`config.mk`:
```
export PLATFORM = sky130hd
export DESIGN_NAME = clock_display_scanner
export DESIGN_NICKNAME = d
export VERILOG_FILES = /design/src/rtl/clock_display_scanner.sv
export SDC_FILE = /design/constraint.sdc
export NUM_CORES = 1
export LEC_CHECK = 0
export CAP_MARGIN = 30
export CORE_MARGIN = 4
export CORE_UTILIZATION = 59
export CTS_BUF_LIST = sky130_fd_sc_hd__clkbuf_4
export DETAILED_ROUTE_END_ITERATION = 10
export PLACE_DENSITY_LB_ADDON = 0.3
export SYNTH_ARGS = -nofsm -noshare
export SYNTH_HDL_FRONTEND = slang
export SYNTH_SLANG_ARGS = --single-unit
```
`constraint.sdc`:
```
create_clock -name clk_10000Hz -period 3.9 [get_ports clk_10000Hz]
set_clock_uncertainty 0.15 [all_clocks]
set_input_delay 0.585 -clock clk_10000Hz [delete_from_list [all_inputs] [get_ports clk_10000Hz]]
set_output_delay 0.585 -clock clk_10000Hz [all_outputs]
set_load 0.005 [all_outputs]
```
`src/rtl/clock_display_scanner.sv`:
```
// Samples H/M/S once per frame, converts each field to BCD by double-dabble and
// scans six 7-segment digits (HH.MM.SS) with colon dots and setting-mode blink.
module clock_display_scanner #(
  parameter int SCAN_DIV  = 10,
  parameter int BLINK_DIV = 5000
) (
  input  logic        clk_10000Hz,
  input  logic        rst_n,
  input  logic [13:0] hours_in,
  input  logic [13:0] minutes_in,
  input  logic [13:0] seconds_in,
  input  logic        blink_enable,
  input  logic        blink_sel,
  output logic [7:0]  seg,
  output logic [5:0]  digit_sel,
  output logic        busy
);

  localparam int DW = (SCAN_DIV  > 1) ? $clog2(SCAN_DIV)  : 1;
  localparam int BW = (BLINK_DIV > 1) ? $clog2(BLINK_DIV) : 1;

  typedef enum logic [1:0] {IDLE, CONV_H, CONV_M, CONV_S} state_t;

  logic              started_q;
  logic [DW-1:0]     div_cnt_q, div_cnt_d;
  logic [2:0]        digit_idx_q, digit_idx_d;
  logic [BW-1:0]     blink_cnt_q, blink_cnt_d;
  logic              blink_phase_q, blink_phase_d;
  logic [5:0][3:0]   shown_q, shown_d;
  logic [5:0][3:0]   pend_q;
  state_t            state_q;
  logic [2:0]        bit_cnt_q;
  logic [14:0]       sh_q, sh_step;
  logic [6:0]        min_q, sec_q;
  logic [7:0]        hbcd_q, mbcd_q;
  logic [7:0]        seg_d;
  logic              frame_start, div_wrap, blink_wrap, blank;
  logic [3:0]        cur_digit;
  logic [6:0]        code;

  function automatic logic [6:0] sat99(input logic [13:0] v);
    return (v > 14'd99) ? 7'd99 : v[6:0];
  endfunction

  // One double-dabble step on {tens, units, binary}: adjust nibbles, then shift.
  function automatic logic [14:0] dd_step(input logic [14:0] v);
    logic [14:0] t;
    t = v;
    if (t[10:7]  >= 4'd5) t[10:7]  = t[10:7]  + 4'd3;
    if (t[14:11] >= 4'd5) t[14:11] = t[14:11] + 4'd3;
    return {t[13:0], 1'b0};
  endfunction

  // The first edge out of reset is treated as a frame start.
  always_comb begin
    div_wrap      = (div_cnt_q == DW'(SCAN_DIV - 1));
    frame_start   = !started_q || (div_wrap && digit_idx_q == 3'd5);
    div_cnt_d     = (frame_start || div_wrap) ? '0 : div_cnt_q + 1'b1;
    digit_idx_d   = frame_start ? 3'd0 : (div_wrap ? digit_idx_q + 3'd1 : digit_idx_q);
    blink_wrap    = (blink_cnt_q == BW'(BLINK_DIV - 1));
    blink_cnt_d   = blink_wrap ? '0 : blink_cnt_q + 1'b1;
    blink_phase_d = blink_phase_q ^ blink_wrap;
    shown_d       = frame_start ? pend_q : shown_q;
    sh_step       = dd_step(sh_q);
  end

  always_comb begin
    cur_digit = shown_d[digit_idx_d];
    code      = 7'h00;
    case (cur_digit)
      4'd0: code = 7'h3F;
      4'd1: code = 7'h06;
      4'd2: code = 7'h5B;
      4'd3: code = 7'h4F;
      4'd4: code = 7'h66;
      4'd5: code = 7'h6D;
      4'd6: code = 7'h7D;
      4'd7: code = 7'h07;
      4'd8: code = 7'h7F;
      4'd9: code = 7'h6F;
      default: code = 7'h00;
    endcase
    blank = blink_enable && blink_phase_d && (digit_idx_d[2:1] == {1'b0, blink_sel});
    seg_d = blank ? 8'h00 : {(digit_idx_d == 3'd1 || digit_idx_d == 3'd3), code};
  end

  always_ff @(posedge clk_10000Hz or negedge rst_n) begin
    if (!rst_n) begin
      started_q     <= 1'b0;
      div_cnt_q     <= '0;
      digit_idx_q   <= 3'd0;
      blink_cnt_q   <= '0;
      blink_phase_q <= 1'b0;
      shown_q       <= '0;
      seg           <= 8'h00;
      digit_sel     <= 6'b0;
    end else begin
      started_q     <= 1'b1;
      div_cnt_q     <= div_cnt_d;
      digit_idx_q   <= digit_idx_d;
      blink_cnt_q   <= blink_cnt_d;
      blink_phase_q <= blink_phase_d;
      shown_q       <= shown_d;
      seg           <= seg_d;
      digit_sel     <= 6'b1 << digit_idx_d;
    end
  end

  // Three back-to-back 7-shift conversions; pending digits commit all at once.
  always_ff @(posedge clk_10000Hz or negedge rst_n) begin
    if (!rst_n) begin
      state_q   <= IDLE;
      bit_cnt_q <= 3'd0;
      sh_q      <= '0;
      min_q     <= '0;
      sec_q     <= '0;
      hbcd_q    <= '0;
      mbcd_q    <= '0;
      pend_q    <= '0;
      busy      <= 1'b0;
    end else if (frame_start) begin
      state_q   <= CONV_H;
      bit_cnt_q <= 3'd0;
      sh_q      <= {8'h00, sat99(hours_in)};
      min_q     <= sat99(minutes_in);
      sec_q     <= sat99(seconds_in);
      busy      <= 1'b1;
    end else if (state_q != IDLE) begin
      sh_q      <= sh_step;
      bit_cnt_q <= bit_cnt_q + 3'd1;
      if (bit_cnt_q == 3'd6) begin
        bit_cnt_q <= 3'd0;
        case (state_q)
          CONV_H: begin
            hbcd_q  <= sh_step[14:7];
            sh_q    <= {8'h00, min_q};
            state_q <= CONV_M;
          end
          CONV_M: begin
            mbcd_q  <= sh_step[14:7];
            sh_q    <= {8'h00, sec_q};
            state_q <= CONV_S;
          end
          default: begin
            pend_q[0] <= hbcd_q[7:4];
            pend_q[1] <= hbcd_q[3:0];
            pend_q[2] <= mbcd_q[7:4];
            pend_q[3] <= mbcd_q[3:0];
            pend_q[4] <= sh_step[14:11];
            pend_q[5] <= sh_step[10:7];
            busy      <= 1'b0;
            state_q   <= IDLE;
          end
        endcase
      end
    end
  end

endmodule

```
==> run metrics <==
Worst-path clk slew=0.12 ns; Worst Setup Path Type=reg2reg; top cells by area, synth=dfrtp_1, nand2_1, ha_1, a21oi_1, nor2_1; Slew Limit Fails=0; sequential area share after synthesis=0.541; Die ar.=0.0123 mm²; Antenna Violating Nets Remaining=0; Total Nets Final=766; overall power=2650 µW; Post-synth EDFFs=0; CP peak stage delay=0.56 ns; num rows=37; setup slack, reg-to-reg=0.37 ns; CP Depth=11; TritonRoute pass-1 iters=4; simple-gate share of the synthesized area=0.219; largest net degree at the start of global routing=83; vias in the first global route=4,889; initial drt markers=324; multiplexer share of the synthesized area=0.0308; Worst Path Max Fanout=11; Synth Warn #=0; CTS tree=done; main combinational cell family by area after synthesis=simple AND/OR/NAND/NOR gates; Ports=61; crit path capture=seg[5]; clk sinks=135; synthesized area=0.00625 mm²; # H-tree levels=4; drt drc=0; Cell variety after synth=58; post-synthesis adder-cell area fraction=0.0320; CP Launch Type=flip-flop; Peak VDD IR=0.277 mV; most common cell after layout, fill and taps aside=nand2_1; Setup Viol. Count Final=0; Setup crit end kind=flip-flop; Tmin final=3.53 ns; Die X=111 µm; reg-to-reg critical path startpoint=digit_idx_q[1]; gr usage total=0.231; Layout area overhead=16.9%; Synth Flop Type=dfrtp_1; final worst-path cycle share=0.905; Post-Synth XOR/XNOR Area=0.0264; first-pass GRT wire length=23,200 µm; Post-DP HPWL=9310 µm; root buf cell=clkbuf_4; Initial Util=0.605; asr flop ratio synth=1.00; initial antenna violation count=1; r2r endpoint=seg[5]; via count=4,831; relative slew slack=0.517; crit-path cells=inv_1 -> ha_1 -> nand2b_1 -> mux2i_4 -> a221oi_1 -> a311oi_1 -> a21oi_1 -> inv_1 -> ha_1 -> or4_1 -> a31oi_1; Total Wirelength=13,300 µm; Leakage Power=0.00338 µW; worst skew pair latency=0.54 ns; CTS Buf Count=17; port bufs=60; setup TNS=0 ns; layout cells sized above 1=0.0781; vias per inst=5.66; Max Root-Sink Buffers=2; Final Hold Fails=0; Die Height=111 µm; CP top delay family=compound AO/OA/AOI/OAI gates; GRT overflow=0; Least-Margin Pin Slew=0.722 ns; Post-Synthesis Cells=647; Synth Area in Compound Gates=0.119; MaxCap Viol Count=0; Worst Path Arrival=3.83 ns; Synth area leader=dfrtp_1; CORE AREA=0.0103 mm²; top cell type's share of synthesized area=0.541; R2R depth=11; Seq cells post-synth=135; Syn Nets=709; GP Congestion=0.900; filler cell count in the final layout=770; Worst Path Required=4.19 ns; Fmax=0.283 GHz; unrepaired setup endpoints after global routing=no; most frequent cells in the layout=nand2_1, dfrtp_1, clkdlybuf4s50_1, nor2_1, a21oi_1; HP Class=reg2reg; post-cts sizing count=0; PD cells=363 mW/mm²; status=finished clean; crit path max-delay cell type=or4_1; worst path bufs/invs=2; Setup crit start=digit_idx_q[1]; synthesized area per cell=9.66 µm²; wire length per cell=15.6 µm
## cell families after synthesis
group                      after synthesis
buffers and inverters                   50
other                                    1
AOI/OAI and AO/OA                      116
muxes                                   17
DFF                                    135
adders and majority gates               16
xor gates and xnor gates                18
and+or+nand+nor                        294
## state kept, by name, summed over array words and instances, names as in the netlist, 2 cells and up
name / flops
pend_q: 24
shown_q: 24
sh_q: 15
blink_cnt_q: 13
hbcd_q: 8
mbcd_q: 8
seg: 8
min_q: 7
sec_q: 7
digit_sel: 6
div_cnt_q: 4
bit_cnt_q: 3
digit_idx_q: 3
state_q: 2
## per-stage QoR
| stage | hold WS [ns] | worst slack [ns] | area, µm² | util | cells |
|---|---|---|---|---|---|
| 2_1_floorplan | 0.139 | 0.821 | 6250 | - | 647 |
| 3_3_place_gp | 0.299 | 0.694 | 6970 | 0.676 | 820 |
| 3_5_place_dp | 0.301 | 0.506 | 6970 | 0.676 | 820 |
| 4_1_cts | 0.320 | 0.407 | 7300 | 0.707 | 853 |
| 5_1_grt | 0.337 | 0.0580 | 7300 | 0.707 | 854 |
| 6_report | 0.319 | 0.369 | 7300 | 0.707 | 854 |
## layout make-up
class | instances | area [µm²] | share of cell area
Inverter | 19 | 71.3 | 0.00977
Sequential cell | 135 | 3380 | 0.463
Clock inverter | 14 | 181 | 0.0248
Antenna cell | 1 | 2.50 | 0.000343
Timing Repair Buffer | 69 | 681 | 0.0932
Clock buffer | 18 | 135 | 0.0185
Multi-Input combinational cell | 462 | 2680 | 0.367
Tap cell | 136 | 170 | 0.0233
## per-layer routing
metal / GRT usage / share of wire / vias to the layer above
met2: 0.376 / 0.50 / 102
met3: 0.0540 / 0.040 / 31
met4: 0.100 / 0.030 / 0
li1: - / - / 2342
met5: 0 / 0 / -
met1: 0.295 / 0.43 / 2356
## tightest hold or removal path, cell delays in order, from the launching register on
cell and delay, ns:
dfrtp_1 0.36, nand2_1 0.05, nand2_1 0.05
## cell usage after synthesis (2+ instances only)
cell	instances
buf_1	3
a31oi_1	5
nand4_1	2
xor2_1	5
nand3_1	14
mux2_2	5
buf_2	3
or3_1	2
dfrtp_1	135
or4_1	2
or2_2	2
o22a_1	8
o22ai_1	5
nand2_1	160
and2_1	3
a21oi_1	35
o21ai_0	32
mux2i_1	10
nor3b_1	4
inv_1	19
nor2b_1	3
nand2b_1	7
a221oi_1	8
xnor2_1	12
clkbuf_1	23
a311oi_1	2
nor3_1	21
o311ai_0	3
a22o_1	7
nand3b_1	9
nor2_1	43
nand4b_1	4
buf_4	2
or4b_1	2
nor4_1	3
and3_1	5
a22oi_1	3
ha_1	16
## worst min path at each step
stage          depth (start not counted)            to      start  slack (ns)
6_report                               2     pend_q[9]  mbcd_q[5]        0.32
5_1_grt                                2    pend_q[14]  mbcd_q[2]        0.34
3_3_place_gp                           2     pend_q[9]  mbcd_q[5]        0.30
2_1_floorplan                          0  bit_cnt_q[0]      rst_n        0.14
4_1_cts                                2     pend_q[9]  mbcd_q[5]        0.32
3_5_place_dp                           2     pend_q[1]  hbcd_q[5]        0.30
## timing repair
action                                  in CTS  in global routing
buffers inserted                             0                  0
endpoints found under the setup margin       0                  0
endpoints found under the hold margin       53                  0
hold buffers                                 1                  0
## power breakdown
group | switching, µW | internal, µW
sequential | 20.4 | 1420
combinational | 104 | 90.8
clock | 505 | 511
Note: power is estimated with default switching activity, not from simulation.
